`config.mk`:
```
export PLATFORM = sky130hd
export DESIGN_NAME = shft_seq_ctrl
export DESIGN_NICKNAME = d
export VERILOG_FILES = /design/src/rtl/shft_seq_ctrl.sv
export SDC_FILE = /design/constraint.sdc
export NUM_CORES = 1
export LEC_CHECK = 0
export CAP_MARGIN = 20
export CORE_MARGIN = 8
export CORE_UTILIZATION = 50
export CTS_CLUSTER_SIZE = 30
export DETAILED_ROUTE_END_ITERATION = 10
export PLACE_DENSITY = 0.88
export SYNTH_ARGS = -nofsm -noshare
export SYNTH_HDL_FRONTEND = slang
export SYNTH_SLANG_ARGS = --single-unit
```
`constraint.sdc`:
```
create_clock -name clk -period 2.2 [get_ports clk]
set_input_delay 0.44 -clock clk [delete_from_list [all_inputs] [get_ports clk]]
set_output_delay 0.44 -clock clk [all_outputs]
set_load 0.01 [all_outputs]
```
`src/rtl/shft_seq_ctrl.sv`:
```
// shft_seq_ctrl
// Sequencer for the 8-bit load/shift register (shft_mod).
// - Accepts bytes over a valid/ready handshake.
// - Keeps at most one byte pending while another byte is being shifted out.
// - Drives the register's load, dir and LD inputs.
// - Returns the register's cout to the user side as a framed serial stream.
//
// Optional feature:
// - Define SHFT_PARITY_EN to append one even-parity bit after the 8 data bits.
// - In that build, frame_done moves to the parity cycle.
//
// Parameter:
// - GAP_CYCLES (0..15) inserts idle cycles after every frame, before the next LOAD.

module shft_seq_ctrl #(
    parameter int GAP_CYCLES = 0
) (
    input  logic       clk,
    input  logic       rstn,
    input  logic       in_valid,
    output logic       in_ready,
    input  logic [7:0] in_data,
    input  logic       in_lsb,
    output logic       shft_load,
    output logic       shft_dir,
    output logic [7:0] shft_ld,
    input  logic       shft_cout,
    output logic       ser_bit,
    output logic       ser_valid,
    output logic       frame_done,
    output logic       busy
);

    // PAR only exists when the parity bit is configured in.
    typedef enum logic [2:0] {
        IDLE  = 3'd0,
        LOAD  = 3'd1,
        SHIFT = 3'd2,
`ifdef SHFT_PARITY_EN
        PAR   = 3'd4,
`endif
        GAP   = 3'd3
    } state_t;

    // The gap counter runs 0..GAP_CYCLES-1.
    // When GAP_CYCLES is 0 the GAP state is never entered, so the terminal value is irrelevant.
    localparam int         GAP_LAST_INT = (GAP_CYCLES > 0) ? GAP_CYCLES - 1 : 0;
    localparam logic [3:0] GAP_LAST     = GAP_LAST_INT[3:0];

    state_t     state;
    state_t     state_nxt;
    state_t     after_frame;

    logic       buf_full;
    logic [7:0] buf_data;
    logic       buf_lsb;
    logic       accept;

    logic       dir_reg;
    logic [2:0] bit_cnt;
    logic [3:0] gap_cnt;
`ifdef SHFT_PARITY_EN
    logic       par_reg;
`endif

    assign in_ready = !buf_full;
    assign accept   = in_valid && in_ready;
    assign busy     = (state != IDLE) || buf_full;

    // Where a frame goes once its last bit has been sent:
    // - into the gap when one is configured,
    // - otherwise straight into the pending byte,
    // - otherwise back to idle.
    always_comb begin
        after_frame = IDLE;
        if (GAP_CYCLES > 0) begin
            after_frame = GAP;
        end else if (buf_full) begin
            after_frame = LOAD;
        end
    end

    // Next-state decode.
    // The registered outputs below are computed from it so that they line up with the state they belong to.
    always_comb begin
        state_nxt = state;
        case (state)
            IDLE: begin
                if (buf_full) begin
                    state_nxt = LOAD;
                end
            end
            LOAD: begin
                state_nxt = SHIFT;
            end
            SHIFT: begin
                if (bit_cnt == 3'd7) begin
`ifdef SHFT_PARITY_EN
                    state_nxt = PAR;
`else
                    state_nxt = after_frame;
`endif
                end
            end
`ifdef SHFT_PARITY_EN
            PAR: begin
                state_nxt = after_frame;
            end
`endif
            GAP: begin
                if (gap_cnt == GAP_LAST) begin
                    state_nxt = buf_full ? LOAD : IDLE;
                end
            end
            default: begin
                state_nxt = IDLE;
            end
        endcase
    end

    // Single-entry input buffer.
    // - It is filled by a handshake.
    // - It is emptied by the cycle that hands its byte to the register.
    always_ff @(posedge clk or negedge rstn) begin
        if (!rstn) begin
            buf_full <= 1'b0;
            buf_data <= 8'h00;
            buf_lsb  <= 1'b0;
        end else if (state == LOAD) begin
            buf_full <= 1'b0;
        end else if (accept) begin
            buf_full <= 1'b1;
            buf_data <= in_data;
            buf_lsb  <= in_lsb;
        end
    end

    // Controller state, bit/gap counters and registered datapath/user outputs.
    always_ff @(posedge clk or negedge rstn) begin
        if (!rstn) begin
            state      <= IDLE;
            dir_reg    <= 1'b0;
            bit_cnt    <= 3'd0;
            gap_cnt    <= 4'd0;
            shft_load  <= 1'b0;
            shft_dir   <= 1'b0;
            shft_ld    <= 8'h00;
            ser_valid  <= 1'b0;
            frame_done <= 1'b0;
`ifdef SHFT_PARITY_EN
            par_reg    <= 1'b0;
`endif
        end else begin
            state <= state_nxt;

            // The frame direction is captured while the byte is being loaded.
            // It then stays fixed for every shift cycle of that frame.
            if (state == LOAD) begin
                dir_reg <= buf_lsb;
            end

            if (state == LOAD) begin
                bit_cnt <= 3'd0;
            end else if (state == SHIFT) begin
                bit_cnt <= bit_cnt + 3'd1;
            end

            if (state == GAP) begin
                gap_cnt <= gap_cnt + 4'd1;
            end else begin
                gap_cnt <= 4'd0;
            end

`ifdef SHFT_PARITY_EN
            if (state == LOAD) begin
                par_reg <= ^buf_data;
            end
`endif

            shft_load <= (state_nxt == LOAD);
            shft_ld   <= (state_nxt == LOAD) ? buf_data : 8'h00;

            // The direction is presented together with the load so the register picks it up at once.
            // During shifting it follows the latched frame direction.
            if (state_nxt == LOAD) begin
                shft_dir <= buf_lsb;
            end else if (state_nxt == SHIFT) begin
                shft_dir <= (state == LOAD) ? buf_lsb : dir_reg;
            end

`ifdef SHFT_PARITY_EN
            ser_valid  <= (state_nxt == SHIFT) || (state_nxt == PAR);
            frame_done <= (state_nxt == PAR);
`else
            ser_valid  <= (state_nxt == SHIFT);
            frame_done <= (state == SHIFT) && (bit_cnt == 3'd6);
`endif
        end
    end

    // The serial bit passes cout straight through while a frame is live, so the data bit and ser_valid share a cycle.
    // Outside a frame the output is forced low.
    always_comb begin
        ser_bit = 1'b0;
        if (state == SHIFT) begin
            ser_bit = shft_cout;
        end
`ifdef SHFT_PARITY_EN
        else if (state == PAR) begin
            ser_bit = par_reg;
        end
`endif
    end

endmodule
```
==> flow_summary.yaml, run 1 <==
die:
  row_count: 19
  die_w_um: 68.8
  dieArea_sq_um: 4740
  initial_utilization_pct: 51.5
  core-area_sq_um: 2710
  io_pins: 28
  die-height_um: 68.8
layout:
  drive_gt1_share_pct: 20.3
  diodes: 0
  num-nets-final: 165
  instances_no_fill: 179
  utilization_pct: 66.0
  largestRegisters: "buf_data (8), shft_ld (8), gap_cnt (4)"
  syn_to_final_growth_pct: 28.1
  design_area_sq_um: 1790
power_and_ir_drop:
  power.density_nw_per_um2: 1270
  swShare_pct: 31.2
  p_int_mw: 1.57
  irDropWorstVdd_uv: 889
  combinationalPowerShare_pct: 36.8
  clockPowerShare_pct: 20.7
  p_seq_share_pct: 42.5
  p_leak_nw: 0.813
  p_sw_mw: 0.712
critical_path:
  critical_path.endpoint_type: "primary output"
  crit_type: "reg2out"
  startpoint_type: "flop"
  worstPathMaxFanout: 7
  worst_r2r_path_depth: 6
  r2r_slack_ps: 320
  r2r_start: "bit_cnt[0]$_DFFE_PN0P_"
  crit_start: "state[1]$_DFF_PN0_"
  required_ps: 1760
  crit_arrival_ps: 1690
sta:
  period_minus_slack_ps: 2130
  setup_viol: 0
  tightest_slew_ps: 531
  hold_viol_final: 0
  max_freq_mhz: 468
  rsz0062_at_grt: "no"
  skew_ps: 5.50
  slew_viol_final: 0
  finalCritPeriodShare_pct: 97.0
  layout_setup_ws_ps: 65.2
  maxSlewHeadroom_pct: 64.4
  final.setup.tns_ps: 0
route:
  wl_mm: 2.67
  drt_iter0_drc: 21
  remaining_drc_errors: 0
  ant_nets: 0
  post_drt_wl_per_cell_um: 14.9
  vias_per_cell: 4.98
  vias: 891
  drt_pass1_iterations: 4
place:
  gp_congestion: 0.775
  portBuffers: 27
  placed_area_sq_um: 1710
  dp.cells: 171
  dpl.hpwl_mm: 1.90
  pre_cts_slack_ps: 129
global_routing:
  overflow: 0
  grt_pass1_vias: 966
  grt_first_pass_wirelength_mm: 4.46
  grt_usage_pct: 12.8
  grt_max_degree: 34
  antenna_found_initial: 0
clock_network:
  cts_tree: "built"
  cts_made_buffers: 5
  clk_latency_ps: 330
  clock_path_buffers: 2
  clk_pin_slew_ps: 100
  clock-root-buffer: "clkbuf_4"
  htreeDepth: 2
  cts_sinks: 33
synth:
  ys_ff_latch: 33
  avgSynthCellArea_sq_um: 12.5
  syn_inst: 112
  yosysTopAreaCellShare_pct: 59.1
  synth_warnings: 0
  synth_area_leaders: "dfrtp_1 (59%), mux2_2 (8.1%), ha_1 (4.5%), and2_1 (3.6%), nor2_1 (2.7%)"
  synth.largest_area_cell: "dfrtp_1"
  synth_sequential_area_ratio_pct: 59.1
  syn_area_sq_um: 1400
  syn_nets: 130
  synth_cell_type_count: 30
status:
  status: "finished, final reports clean"
run:
  maxCapViolCount: 0
min_path:
  hp-class: "in2async"
-- per-stage QoR --
stage	hold slack [ps]	power, mW
floorplan	144	1.48
global placement	456	1.77
detailed placement	468	1.82
CTS	491	2.31
global route	502	2.42
finish	486	2.28
-- final cells by class --
class,count,area (sq um)
Clock buffer,7,55.1
Multi-Input combinational cell,67,507
Inverter,9,33.8
Timing Repair Buffer,31,298
Sequential cell,33,827
Clock inverter,1,30.0
Tap cell,31,38.8
Fill cell,208,921
-- cells in the mapped netlist --
master     count
xnor2_1        1
xor2_1         1
and2_1         8
nor3_1         1
o22a_1         1
buf_6          2
o21ai_0        4
nand2b_4       1
nand2b_1       1
ha_1           5
o22ai_1        1
mux2_2        10
or2_2          1
nor3b_1        2
mux2i_1        1
o2111a_1       1
or3b_4         1
nand3b_2       1
or4_2          1
conb_1         1
dfrtp_1       33
inv_1          9
nor2_1        10
a21oi_1        2
buf_4          1
a2bb2oi_1      1
nor4_4         1
a21oi_2        2
nand2_1        7
nand3_1        1
-- cell usage in the layout (no fill, tap or decap), types with 2 or more instances in the layout --
cell	netlist	routed
nor2_1	10	10
mux2_2	10	10
buf_4	1	4
nor3b_1	2	2
a21oi_2	2	2
ha_1	5	5
clkbuf_4	0	5
o21ai_0	4	4
dlygate4sd2_1	0	2
clkdlybuf4s50_1	0	25
nand2_1	7	7
inv_1	9	9
a21oi_1	2	2
dfrtp_1	33	32
and2_1	8	8
-- final timing paths --
check / endpoint
worst max-delay path: busy
worst min-delay path: state[2]$_DFF_PN0_
worst max register to register: shft_dir$_DFFE_PN0P_
worst min register to register: shft_ld[5]$_DFF_PN0_
max in group asynchronous: state[1]$_DFF_PN0_
min in group clk: shft_ld[5]$_DFF_PN0_
-- logic make-up (layout without fill, tap and decap cells) --
family | after synthesis | in the layout | share of synthesized area (%)
AO/OA/AOI/OAI | 12 | 12 | 5.91
XOR/XNOR | 2 | 2 | 1.25
adder cells (fa/ha/maj) | 5 | 5 | 4.48
buffers and inverters | 12 | 48 | 4.57
flip-flops | 33 | 33 | 59.1
multiplexers | 11 | 11 | 8.78
other | 1 | 1 | 0.269
AND/OR/NAND/NOR | 36 | 36 | 15.6
-- power groups by stage --
stage / Sequential (mW) / Clock [mW] / Combinational, mW
2_1_floorplan: 0.997 / 0 / 0.479
3_3_place_gp: 0.965 / 0 / 0.806
3_5_place_dp: 0.981 / 0 / 0.838
4_1_cts: 0.972 / 0.479 / 0.855
5_1_grt: 0.998 / 0.501 / 0.924
6_report: 0.970 / 0.472 / 0.839
-- layer usage --
metal  up-vias  part of all wire (%)  track usage (%)
li1        438                     -                -
met1       432                    39             14.2
met2        16                    54             21.7
met3         5                   5.0             4.85
met4         0                   1.3             4.51
met5         -                     0                0
-- worst max-delay path: stages (launching register included) --
cell and delay, ps:
dfrtp_2 460, or4_2 600, dlygate4sd2_1 300
-- what timing repair did --
item	in CTS	in global routing
endpoints found under the hold margin	0	0
resized for setup	3	0
setup endpoints to repair	2	0
hold buffers	0	0
setup buffers	0	0
(Power assumes the default switching activity.)
==> run 2: changes to the inputs <==
- CTS_BUF_LIST: not set -> sky130_fd_sc_hd__clkbuf_16
- clock period: 2.2 -> 2.45 ns (I/O delays scaled with it)
==> flow_summary.yaml, run 2 (synthesis results as in run 1) <==
clock_network:
  cts_made_buffers: 5
  clk_pin_slew_ps: 50
  cts-resized-gates: 0
  cts_tree: "built"
  clock_path_buffers: 2
  htreeDepth: 2
  cts_sinks: 33
  clk_latency_ps: 270
  ctsHoldBuffers: 0
  clock-root-buffer: "clkbuf_16"
  post_cts.repair.setup_buffers: 0
critical_path:
  required_ps: 1960
  path_depth: 2
  cp_top_family: "simple AND/OR/NAND/NOR gates"
  critical_path.endpoint_type: "primary output"
  crit_type: "reg2out"
  crit_chain: "or4_2 -> clkdlybuf4s50_1"
  crit_slowest_cell: "or4_2"
  startpoint_type: "flop"
  worstPathMaxFanout: 7
  crit_arrival_ps: 1840
  worst_r2r_path_depth: 6
  crit_start: "state[1]$_DFF_PN0_"
  cp_slowest_stage_delay_ps: 630
  r2r_start: "bit_cnt[0]$_DFFE_PN0P_"
  critPathBufInv: 1
power_and_ir_drop:
  p_leak_nw: 0.849
  power.density_nw_per_um2: 1240
  p_seq_share_pct: 37.8
  total_power_mw: 2.32
  combinationalPowerShare_pct: 33.1
  irDropWorstVdd_uv: 1020
  swShare_pct: 29.1
  p_sw_mw: 0.675
  clockPowerShare_pct: 29.0
  p_int_mw: 1.64
place:
  pre_cts_slack_ps: 286
  dpl.hpwl_mm: 1.99
  gp_congestion: 0.773
  portBuffers: 27
route:
  vias_per_cell: 5.16
  post_drt_wl_per_cell_um: 16.1
  remaining_drc_errors: 0
  wl_mm: 2.89
  vias: 924
  ant_nets: 0
  drt_pass1_iterations: 4
  drt_iter0_drc: 39
die:
  initial_utilization_pct: 51.5
  row_count: 19
  core-area_sq_um: 2710
  dieArea_sq_um: 4740
  die-height_um: 68.8
  die_w_um: 68.8
  io_pins: 28
global_routing:
  antenna_found_initial: 0
  grt_usage_pct: 14.4
  grt_pass1_vias: 1025
  grt_first_pass_wirelength_mm: 4.80
  overflow: 0
  grt_max_degree: 34
layout:
  diodes: 0
  fillerInstances: 182
  mostFrequentLayoutCell: "dfrtp_1"
  largestRegisters: "buf_data (8), shft_ld (8), gap_cnt (4)"
  num-nets-final: 165
  final_cell_mix: "dfrtp_1 (33), clkdlybuf4s50_1 (27), inv_1 (10), nor2_1 (10), mux2_2 (10)"
  syn_to_final_growth_pct: 33.8
  drive_gt1_share_pct: 18.9
  utilization_pct: 68.9
sta:
  skew_ps: 2.72
  hold_ws_ps: 484
  maxSlewHeadroom_pct: 65.3
  max_freq_mhz: 429
  layout_setup_ws_ps: 121
  tightest_slew_ps: 516
  slew_viol_final: 0
  finalCritPeriodShare_pct: 95.1
  period_minus_slack_ps: 2330
  final.setup.tns_ps: 0
  rsz0062_at_grt: "no"
  hold_viol_final: 0
  setup_viol: 0
min_path:
  holdCritStartpoint: "buf_data[7]$_DFFE_PN0P_"
  hp-class: "reg2reg"
  whs_path_depth: 1
status:
  status: "finished, final reports clean"
run:
  maxCapViolCount: 0
-- run 2: area by class of cell --
type	count	area, sq um	area share, %
Sequential cell	33	826	44.2
Multi-Input combinational cell	67	507	27.1
Timing Repair Buffer	31	300	16.1
Clock buffer	5	125	6.70
Tap cell	31	38.8	2.08
Clock inverter	3	37.5	2.01
Inverter	9	33.8	1.81
-- run 2: stage by stage --
step / cell area [sq um] / cells
finish: 1870 / 179
global route: 1870 / 179
CTS: 1870 / 179
detailed placement: 1710 / 171
global placement: 1710 / 171
floorplan: 1400 / 112
-- run 2: worst paths after layout --
kind	to	slack, ps
max reg2reg	shft_dir$_DFFE_PN0P_	610
min in group asynchronous	buf_full$_DFFE_PN0P_	610
max in group asynchronous	shft_load$_DFF_PN0_	1550
max	busy	120
min	shft_ld[7]$_DFF_PN0_	480
min reg2reg	shft_ld[7]$_DFF_PN0_	480
-- run 2: power by group through the flow --
stage                     logic (mW)  registers (mW)  clock network, mW
final                          0.769           0.877              0.673
after global routing           0.835           0.905              0.716
after CTS                      0.782           0.877              0.689
after detailed placement       0.758           0.885                  0
after global placement         0.723           0.865                  0
after floorplan                0.430           0.895                  0
-- run 2: metal layers --
metal | global-route usage, % | routed length (um)
met5 | 0 | 0
met4 | 8.27 | 70
met3 | 6.79 | 159
met2 | 23.9 | 1590
met1 | 14.5 | 1070
==> run 3: changes to the inputs <==
- SLEW_MARGIN: not set -> 20
==> results of run 3 <==
Same layout as run 2: the final DEF is identical, and so are final timing and power.
